<file path="config.mk">
export PLATFORM = sky130hd
export DESIGN_NAME = mem_rr_arbiter
export DESIGN_NICKNAME = d
export VERILOG_FILES = /design/src/rtl/mem_rr_arbiter.sv
export SDC_FILE = /design/constraint.sdc
export NUM_CORES = 1
export LEC_CHECK = 0
export ABC_AREA = 0
export BUFFER_PORTS_ARGS = -buffer_cell sky130_fd_sc_hd__buf_4
export CORE_MARGIN = 8
export CORE_UTILIZATION = 43
export CTS_CLUSTER_SIZE = 40
export DETAILED_ROUTE_END_ITERATION = 16
export PLACE_DENSITY = 0.78
export SLEW_MARGIN = 20
export SYNTH_ARGS = -nofsm -noshare
export SYNTH_HDL_FRONTEND = slang
export SYNTH_SLANG_ARGS = --single-unit
</file>
<file path="constraint.sdc">
create_clock -name clk -period 1.8 [get_ports clk]
set_clock_uncertainty 0.15 [all_clocks]
set_input_delay 0.27 -clock clk [delete_from_list [all_inputs] [get_ports clk]]
set_output_delay 0.27 -clock clk [all_outputs]
set_load 0.01 [all_outputs]
</file>
<file path="src/rtl/mem_rr_arbiter.sv">
// mem_rr_arbiter: two-requester round-robin sequencer for a single-port memory.
// Each access is IDLE -> ISSUE (-> RDATA for reads); all outputs are registered.
module mem_rr_arbiter #(
   parameter int ADDR_W = 10,
   parameter int DATA_W = 8
) (
   input  logic                  clk,
   input  logic                  rst_n,
   input  logic [1:0]            req,
   input  logic [1:0]            we,
   input  logic [2*ADDR_W-1:0]   addr,
   input  logic [2*DATA_W-1:0]   wdata,
   output logic [1:0]            gnt,
   output logic [1:0]            rvalid,
   output logic [DATA_W-1:0]     rdata,
   output logic                  busy,
   output logic                  mem_en,
   output logic                  mem_we,
   output logic [ADDR_W-1:0]     mem_addr,
   output logic [DATA_W-1:0]     mem_wdata,
   input  logic [DATA_W-1:0]     mem_rdata
);
   typedef enum logic [1:0] {IDLE, ISSUE, RDATA} state_t;
   state_t              r_state, w_next;
   logic                r_sel, r_prio;
   logic                w_start, w_sel;
   logic [1:0]          w_gnt, w_rvalid;
   logic                w_mem_en, w_mem_we;
   logic [ADDR_W-1:0]   w_mem_addr;
   logic [DATA_W-1:0]   w_mem_wdata, w_rdata;

   // prio only breaks ties; a lone requester always wins
   assign w_start = (r_state == IDLE) && (req != 2'b00);
   assign w_sel   = (req == 2'b11) ? r_prio : req[1];

   always_ff @(posedge clk or negedge rst_n) begin
      if (!rst_n) begin
         r_state   <= IDLE;
         r_sel     <= 1'b0;
         r_prio    <= 1'b0;
         gnt       <= '0;
         rvalid    <= '0;
         rdata     <= '0;
         busy      <= 1'b0;
         mem_en    <= 1'b0;
         mem_we    <= 1'b0;
         mem_addr  <= '0;
         mem_wdata <= '0;
      end else begin
         r_state   <= w_next;
         r_sel     <= w_start ? w_sel : r_sel;
         r_prio    <= w_start ? !w_sel : r_prio;
         gnt       <= w_gnt;
         rvalid    <= w_rvalid;
         rdata     <= w_rdata;
         busy      <= (w_next != IDLE);
         mem_en    <= w_mem_en;
         mem_we    <= w_mem_we;
         mem_addr  <= w_mem_addr;
         mem_wdata <= w_mem_wdata;
      end
   end

   // mem_we still holds the issued access type while in ISSUE
   always_comb begin
      w_next = (r_state == IDLE)  ? (w_start ? ISSUE : IDLE) :
               (r_state == ISSUE) ? (mem_we ? IDLE : RDATA) : IDLE;
   end

   always_comb begin
      w_gnt       = w_start ? {w_sel, !w_sel} : 2'b00;
      w_mem_en    = w_start;
      w_mem_we    = w_start && (w_sel ? we[1] : we[0]);
      w_mem_addr  = !w_start ? mem_addr :
                    w_sel ? addr[2*ADDR_W-1:ADDR_W] : addr[ADDR_W-1:0];
      w_mem_wdata = !w_start ? mem_wdata :
                    w_sel ? wdata[2*DATA_W-1:DATA_W] : wdata[DATA_W-1:0];
      w_rvalid    = (r_state == RDATA) ? {r_sel, !r_sel} : 2'b00;
      w_rdata     = (r_state == RDATA) ? mem_rdata : rdata;
   end
endmodule

</file>
# [Word-level counts from Yosys, hierarchy flattened]
# Index checks and enable logic that the tools add are counted.
[word_totals] regBits=37 out_inout_bits=33
[classes] eq_ne=3 muxes=10 reduce_logical=7
[op_table] operator="two-way mux 10 bit" n=1
[op_table] operator="two-way mux 2 bit" n=5
[op_table] operator="two-way mux 8 bit" n=1
[op_table] operator="== test 2 bit (second input constant)" n=2
[op_table] operator="nonzero test 2 bit" n=2
[op_table] operator="two-way mux 1 bit" n=3
[op_table] operator="== test 2 x 1 -> 1 bit (second input constant)" n=1
[op_table] operator="logical AND 1 bit" n=2
[op_table] operator="logical NOT 1 bit" n=2
[op_table] operator="logical NOT 2 bit" n=1

# [Logic depth before layout (Yosys ltp)]
# Gate-level depths: netlist of the first run.
[depth] depth_word=5 ltp_mapped=5 mapped_depth_nobuf=4

# [Worst setup path after synthesis of the first run]
# No wires, ideal clock.
[synth_timing] path_type="reg-to-reg" from="reg r_state[0]" to="reg mem_addr[6]" setup_time_ps=126 t_arrival_ps=1322 required_time_ps=1524 path_slack_ps=202 stages_incl_launch_ff=6 n_path_buf=2 path_cell_list="dfrtp_1 -> or2_1 -> buf_6 -> buf_8 -> o21a_1 -> a221o_1"
[synth_via] elab_chain_len=2
[synth_rtl] element="from (decl)" line="24" source="state_t r_state, w_next;"
[synth_rtl] element="from (signal assigned)" line="50" source="r_state <= w_next;"
[synth_rtl] element="logical NOT 2 bit" line="33" source="assign w_start = (r_state == IDLE) && (req != 2'b00);"
[synth_rtl] element="logical AND 1 bit" line="33"
[synth_rtl] element="to (signal assigned)" line="59" source="mem_addr <= w_mem_addr;"
[synth_rtl] element="to (decl)" line="19" source="output logic [ADDR_W-1:0] mem_addr,"
# No other way between the ends.
# A chain may end at the register's enable or synchronous reset.

# [Final worst setup path of the first run]
[layout_timing] from="reg r_state[0]" to="reg mem_wdata[1]"
[layout_via] elab_chain_len=2
[layout_rtl] element="logical NOT 2 bit" line="33"
[layout_rtl] element="logical AND 1 bit" line="33"
[layout_rtl] element="to (signal assigned)" line="60" source="mem_wdata <= w_mem_wdata;"
[layout_rtl] element="to (decl)" line="20" source="output logic [DATA_W-1:0] mem_wdata,"
# No other way between the ends.

==> run_results.csv, run 1 <==
group,metric,value,unit
outcome,status,"finished clean",
clock_tree,clk_latency,0.33,ns
global_routing,grt_pass1_wl,6520,um
synth,synth-edff-count,0,
critical_path,startpoint,"r_state[0]$_DFF_PN0_",
drt,drc_errors,0,
synth,ys_seq_area_share,61.5,%
synth,ys_warn_count,0,
cells_and_area,regArea,901,um2
synth,netlist_top_cells_count,"dfrtp_1, a221o_1, o21a_1",
critical_path,rrSetupSlack,0.10,ns
floorplanning,dieArea,0.00553,mm2
cells_and_area,antenna-diode-count,0,
global_routing,grt_usage,15.2,%
floorplanning,dieHeight,74.4,um
cells_and_area,fin_area,0.00225,mm2
power,p_leak,1.13,nW
global_routing,antenna_found_initial,0,
drt,viasPerCell,5.12,
critical_path,worstPathRequired,1.87,ns
sta,fin_crit_sh,94.2,%
placement,post-dp-hpwl,3190,um
global_routing,grt_max_degree,37,
placement,portBuffers,82,
sta,setup_ws,0.104,ns
sta,worst_slew_pin_slew,0.751,ns
clock_tree,cts_hold_buffers,6,
synth,yosys.cell_types.count,20,
synth,synth_nets,156,
drt,drtIter0Drc,26,
placement,gp_congestion,0.701,
flow_run,max_cap_viol_count,0,
synth,synth_ff_type,"dfrtp_1",
placement,place_ws,0.119,ns
sta,setup_viol,0,
power,peakVddDrop,0.000767,V
drt,vias,1249,
floorplanning,ios,83,
sta,rsz0062_at_grt,"no",
synth,synth_area,0.00147,mm2
drt,drtAntennaViolNets,0,
synth,synth_top_area_share,61.5,%
clock_tree,cts_made_buffers,5,
cells_and_area,final_nets,248,
critical_path,start_kind,"flip-flop",
sta,hold-worst-slack,0.00411,ns
critical_path,worst_setup_path_end_kind,"flip-flop",
sta,timing.setup.tns,0,ns
cells_and_area,areaGrowthSynthToFinish,53.5,%
floorplanning,initial_utilization,44.3,%
drt,drt-total-wl,4160,um
floorplanning,die_w,74.4,um
synth,netlist_instances,106,
clock_tree,cts_root_buf,"clkbuf_4",
clock_tree,post_cts_resized,0,
clock_tree,cts_setup_buffers,0,
power,powerDensity,1600,mW/mm2
cells_and_area,drive_gt1_share,49.5,%
synth,syn-mean-instance-area,13.8,um2
synth,synth_seq_cells,36,
clock_tree,clkTransAtPathRegs,0.10,ns
floorplanning,rows,21,
drt,drt-wirelength-per-cell,17.1,um
global_routing,grt_pass1_vias,1400,
critical_path,cp.arrival,1.76,ns
floorplanning,fp.coreArea,0.00331,mm2
placement,dpl_cell_area,0.00210,mm2
synth,yosysMostFrequentCell,"dfrtp_1",
critical_path,crit_type,"flip-flop to flip-flop",
cells_and_area,fill_cells,257,
drt,dr.pass1.iters,4,
sta,slew_violations,0,
synth,synth_area_leader_cell,"dfrtp_1",
critical_path,path_max_fanout,18,
critical_path,r2r_start,"r_state[0]$_DFF_PN0_",
clock_tree,clockBufferDepth,2,
global_routing,grt_overflow_total,0,
clock_tree,cts_tree,"yes",
hold_path,hp-class,"primary input to flip-flop",
synth,synthTopCellsByArea,"dfrtp_1, a221o_1, o21a_1",
synth,async_reset_ff_share,100,%
sta,slew_headroom,49.9,%
hold_path,hold_start,"mem_rdata[4]",
sta,clock.fmax,0.590,GHz
cells_and_area,multi_input_area,500,um2
sta,final.min_clock_period,1.70,ns
clock_tree,cts_sinks,36,
clock_tree,cts_max_level,2,
sta,finalHoldViolCount,0,
registers in the layout, summed over array words and instances (netlist names):
signal     cells
gnt            2
rdata          8
mem_wdata      8
busy           1
mem_addr      10
rvalid         2
mem_we         1
r_state        2
r_prio         1
r_sel          1
per-stage QoR:
| stage | power (mW) | util, % | instances |
|---|---|---|---|
| CTS | 3.63 | 67.3 | 242 |
| floorplan | 2.35 | - | 106 |
| global placement | 3.07 | 63.6 | 229 |
| global route | 3.83 | 68.0 | 244 |
| finish | 3.59 | 68.0 | 244 |
| detailed placement | 3.15 | 63.6 | 229 |
final timing paths:
check / depth (start not counted) / endpoint
hold reg to reg: 1 / r_state[1]$_DFF_PN0_
hold / removal: 2 / rdata[4]$_DFFE_PN0N_
max in group asynchronous: 2 / rvalid[1]$_DFF_PN0_
min in group asynchronous: 2 / r_state[0]$_DFF_PN0_
setup reg to reg: 3 / mem_wdata[1]$_DFFE_PN0P_
setup / recovery: 3 / mem_wdata[1]$_DFFE_PN0P_
cell families (layout without fill, tap and decap cells):
family | Yosys count | count (layout) | share of synthesized area (%)
flip-flops | 36 | 36 | 61.5
AO/OA/AOI/OAI | 40 | 40 | 23.5
buffers and inverters | 10 | 102 | 4.36
multiplexers | 8 | 8 | 6.15
AND/OR/NAND/NOR | 12 | 12 | 4.53
where the power goes:
group          total [mW]  internal, mW  switching, mW
registers            1.41          1.19          0.221
logic                1.72         0.963          0.753
clock network       0.468         0.221          0.247
per-layer routing:
layer / track usage [%] / vias to the layer above / part of all wire, %
met5: 0 / - / 0
met4: 3.91 / 0 / 0.31
met3: 8.09 / 2 / 12
met2: 24.2 / 62 / 48
met1: 17.4 / 600 / 40
li1: - / 585 / -
layout by cell type (no fill, tap or decap), types with 2 or more instances in the layout:
cell type      instances
nor2_1                 3
and3_1                 2
clkbuf_4               5
mux2_2                 4
o21a_1                18
a221o_1               18
dlygate4sd3_1          8
buf_4                 85
a21o_1                 2
clkbuf_8               2
inv_1                  2
nand2b_1               2
dfrtp_1               36
mux2_1                 4
worst max-delay path: stages, from the launching register on:
cell and delay [ns]:
dfrtp_1 0.42, or2_1 0.47, o21a_1 0.27, a221o_1 0.26
final cells by class:
type	instances	area share (%)
Multi-Input combinational cell	60	22.2
Clock buffer	7	2.89
Sequential cell	36	40.0
Inverter	2	0.334
Timing Repair Buffer	93	31.9
Tap cell	46	2.56
(Power assumes the default switching activity.)
==> run 2: changes to the inputs <==
--- a/config.mk
+++ b/config.mk
@@ -6,12 +6,12 @@
 export NUM_CORES = 1
 export LEC_CHECK = 0
 export ABC_AREA = 0
-export BUFFER_PORTS_ARGS = -buffer_cell sky130_fd_sc_hd__buf_4
 export CORE_MARGIN = 8
-export CORE_UTILIZATION = 43
+export CORE_UTILIZATION = 49
 export CTS_CLUSTER_SIZE = 40
 export DETAILED_ROUTE_END_ITERATION = 16
-export PLACE_DENSITY = 0.78
+export DONT_BUFFER_PORTS = 1
+export HOLD_SLACK_MARGIN = 0.02
 export SLEW_MARGIN = 20
 export SYNTH_ARGS = -nofsm -noshare
 export SYNTH_HDL_FRONTEND = slang
==> run_results.csv, run 2 (synthesis gave the netlist of run 1 again) <==
group,metric,value,unit
outcome,status,"finished clean",
drt,vias,1123,
floorplanning,rows,20,
global_routing,grt_pass1_vias,1243,
sta,slew_headroom,52.9,%
sta,clock.fmax,0.596,GHz
cells_and_area,fin_area,0.00205,mm2
sta,timing.setup.tns,0,ns
sta,rsz0062_at_grt,"no",
cells_and_area,antenna-diode-count,0,
floorplanning,die_w,70.7,um
floorplanning,dieHeight,70.7,um
critical_path,worstPathRequired,1.86,ns
cells_and_area,final_nets,209,
placement,portBuffers,0,
clock_tree,cts_made_buffers,5,
critical_path,critical-path-top-delay-family,"compound AO/OA/AOI/OAI gates",
clock_tree,cts_tree,"yes",
clock_tree,cts_sinks,36,
critical_path,crit_type,"flip-flop to flip-flop",
global_routing,grt_usage,16.8,%
clock_tree,cts_root_buf,"clkbuf_4",
cells_and_area,fill_cells,216,
global_routing,grt_max_degree,37,
sta,final.min_clock_period,1.68,ns
cells_and_area,final_cell_mix,"dlygate4sd3_1, dfrtp_1, o21a_1, a221o_1",
critical_path,worst_setup_path_end_kind,"flip-flop",
cells_and_area,areaGrowthSynthToFinish,39.7,%
critical_path,cp.arrival,1.74,ns
clock_tree,clkTransAtPathRegs,0.10,ns
critical_path,path_max_fanout,18,
floorplanning,fp.coreArea,0.00295,mm2
hold_path,hp-class,"primary input to flip-flop",
cells_and_area,largest_reg_flops,10,
floorplanning,initial_utilization,49.6,%
cells_and_area,final_core_util,69.3,%
sta,worst_slew_pin_slew,0.706,ns
placement,post-dp-hpwl,2530,um
cells_and_area,top_regs,"mem_addr x10, mem_wdata x8, rdata x8",
sta,setup_viol,0,
floorplanning,ios,83,
cells_and_area,layout_commonest_cell,"dlygate4sd3_1",
drt,drtIter0Drc,75,
critical_path,critical_path.max_stage_delay,0.44,ns
drt,drtAntennaViolNets,0,
power,p_leak,0.911,nW
critical_path,start_kind,"flip-flop",
sta,finalHoldViolCount,0,
global_routing,grt_pass1_wl,6610,um
cells_and_area,regArea,901,um2
clock_tree,clk_latency,0.33,ns
clock_tree,clockBufferDepth,2,
power,powerDensity,1500,mW/mm2
placement,dpl_cell_area,0.00149,mm2
sta,slew_violations,0,
cells_and_area,drive_gt1_share,11.3,%
drt,dr.pass1.iters,4,
critical_path,slowest_stage,"or2_1",
global_routing,antenna_found_initial,0,
drt,viasPerCell,5.82,
cells_and_area,multi_input_area,500,um2
global_routing,grt_overflow_total,0,
critical_path,critPathBufInv,0,
drt,drt-wirelength-per-cell,20.8,um
clock_tree,cts_setup_buffers,0,
power,peakVddDrop,0.000720,V
drt,drt-total-wl,4020,um
flow_run,max_cap_viol_count,0,
critical_path,crit_chain,"or2_1, o21a_1, a221o_1",
drt,drc_errors,0,
clock_tree,cts_max_level,2,
critical_path,rrSetupSlack,0.12,ns
sta,fin_crit_sh,93.3,%
placement,gp_congestion,0.680,
power,power,3.08,mW
cells_and_area,largest_register,"mem_addr",
floorplanning,dieArea,0.00500,mm2
[run 2: where the power goes]
group | switching (mW) | internal [mW]
logic | 0.449 | 0.574
clock network | 0.238 | 0.193
registers | 0.433 | 1.19
total | 1.12 | 1.96
[run 2: what timing repair did]
action / CTS / global route
gates resized for setup: 0 / 0
hold buffers: 49 / 0
hold endpoints to repair: 64 / 0
[run 2: through the flow]
step	std cells	hold WS [ns]	setup WS [ns]
after floorplan	106	-0.176	0.202
after global placement	136	-0.175	0.181
after detailed placement	136	-0.175	0.155
after CTS	193	0.0257	0.122
after global routing	193	0.0353	0.0280
final	193	0.0336	0.121
[run 2: cell type report]
class / count / area share (%)
sequential: 36 / 44.0
timing repair buffer: 54 / 26.3
multi-input combinational: 60 / 24.4
clock buffer: 8 / 2.87
tap: 33 / 2.02
inverter: 2 / 0.367
[run 2: final timing paths]
kind | cells past startpoint | endpoint | from
worst min register to register | 1 | rvalid[0]$_DFF_PN0_ | r_sel$_DFFE_PN0P_
min in group asynchronous | 2 | r_state[0]$_DFF_PN0_ | rst_n
worst max register to register | 3 | mem_addr[1]$_DFFE_PN0P_ | r_state[1]$_DFF_PN0_
max in group asynchronous | 2 | mem_addr[2]$_DFFE_PN0P_ | rst_n
worst max-delay path | 3 | mem_addr[1]$_DFFE_PN0P_ | r_state[1]$_DFF_PN0_
worst min-delay path | 2 | r_state[0]$_DFF_PN0_ | req[1]
[run 2: routing by layer]
metal | GRT usage, % | up-vias | part of all wire, % | wire [um]
met2 | 27.2 | 58 | 51 | 2030
met1 | 18.4 | 555 | 38 | 1550
met4 | 4.16 | 0 | 0.67 | 27
met3 | 9.60 | 2 | 10 | 410
li1 | - | 508 | - | -
met5 | 0 | - | 0 | 0
[run 2: worst register-to-register path, cell delays in order (launching register included)]
cell     delay [ns]
dfrtp_1        0.42
or2_1          0.44
o21a_1         0.28
a221o_1        0.28
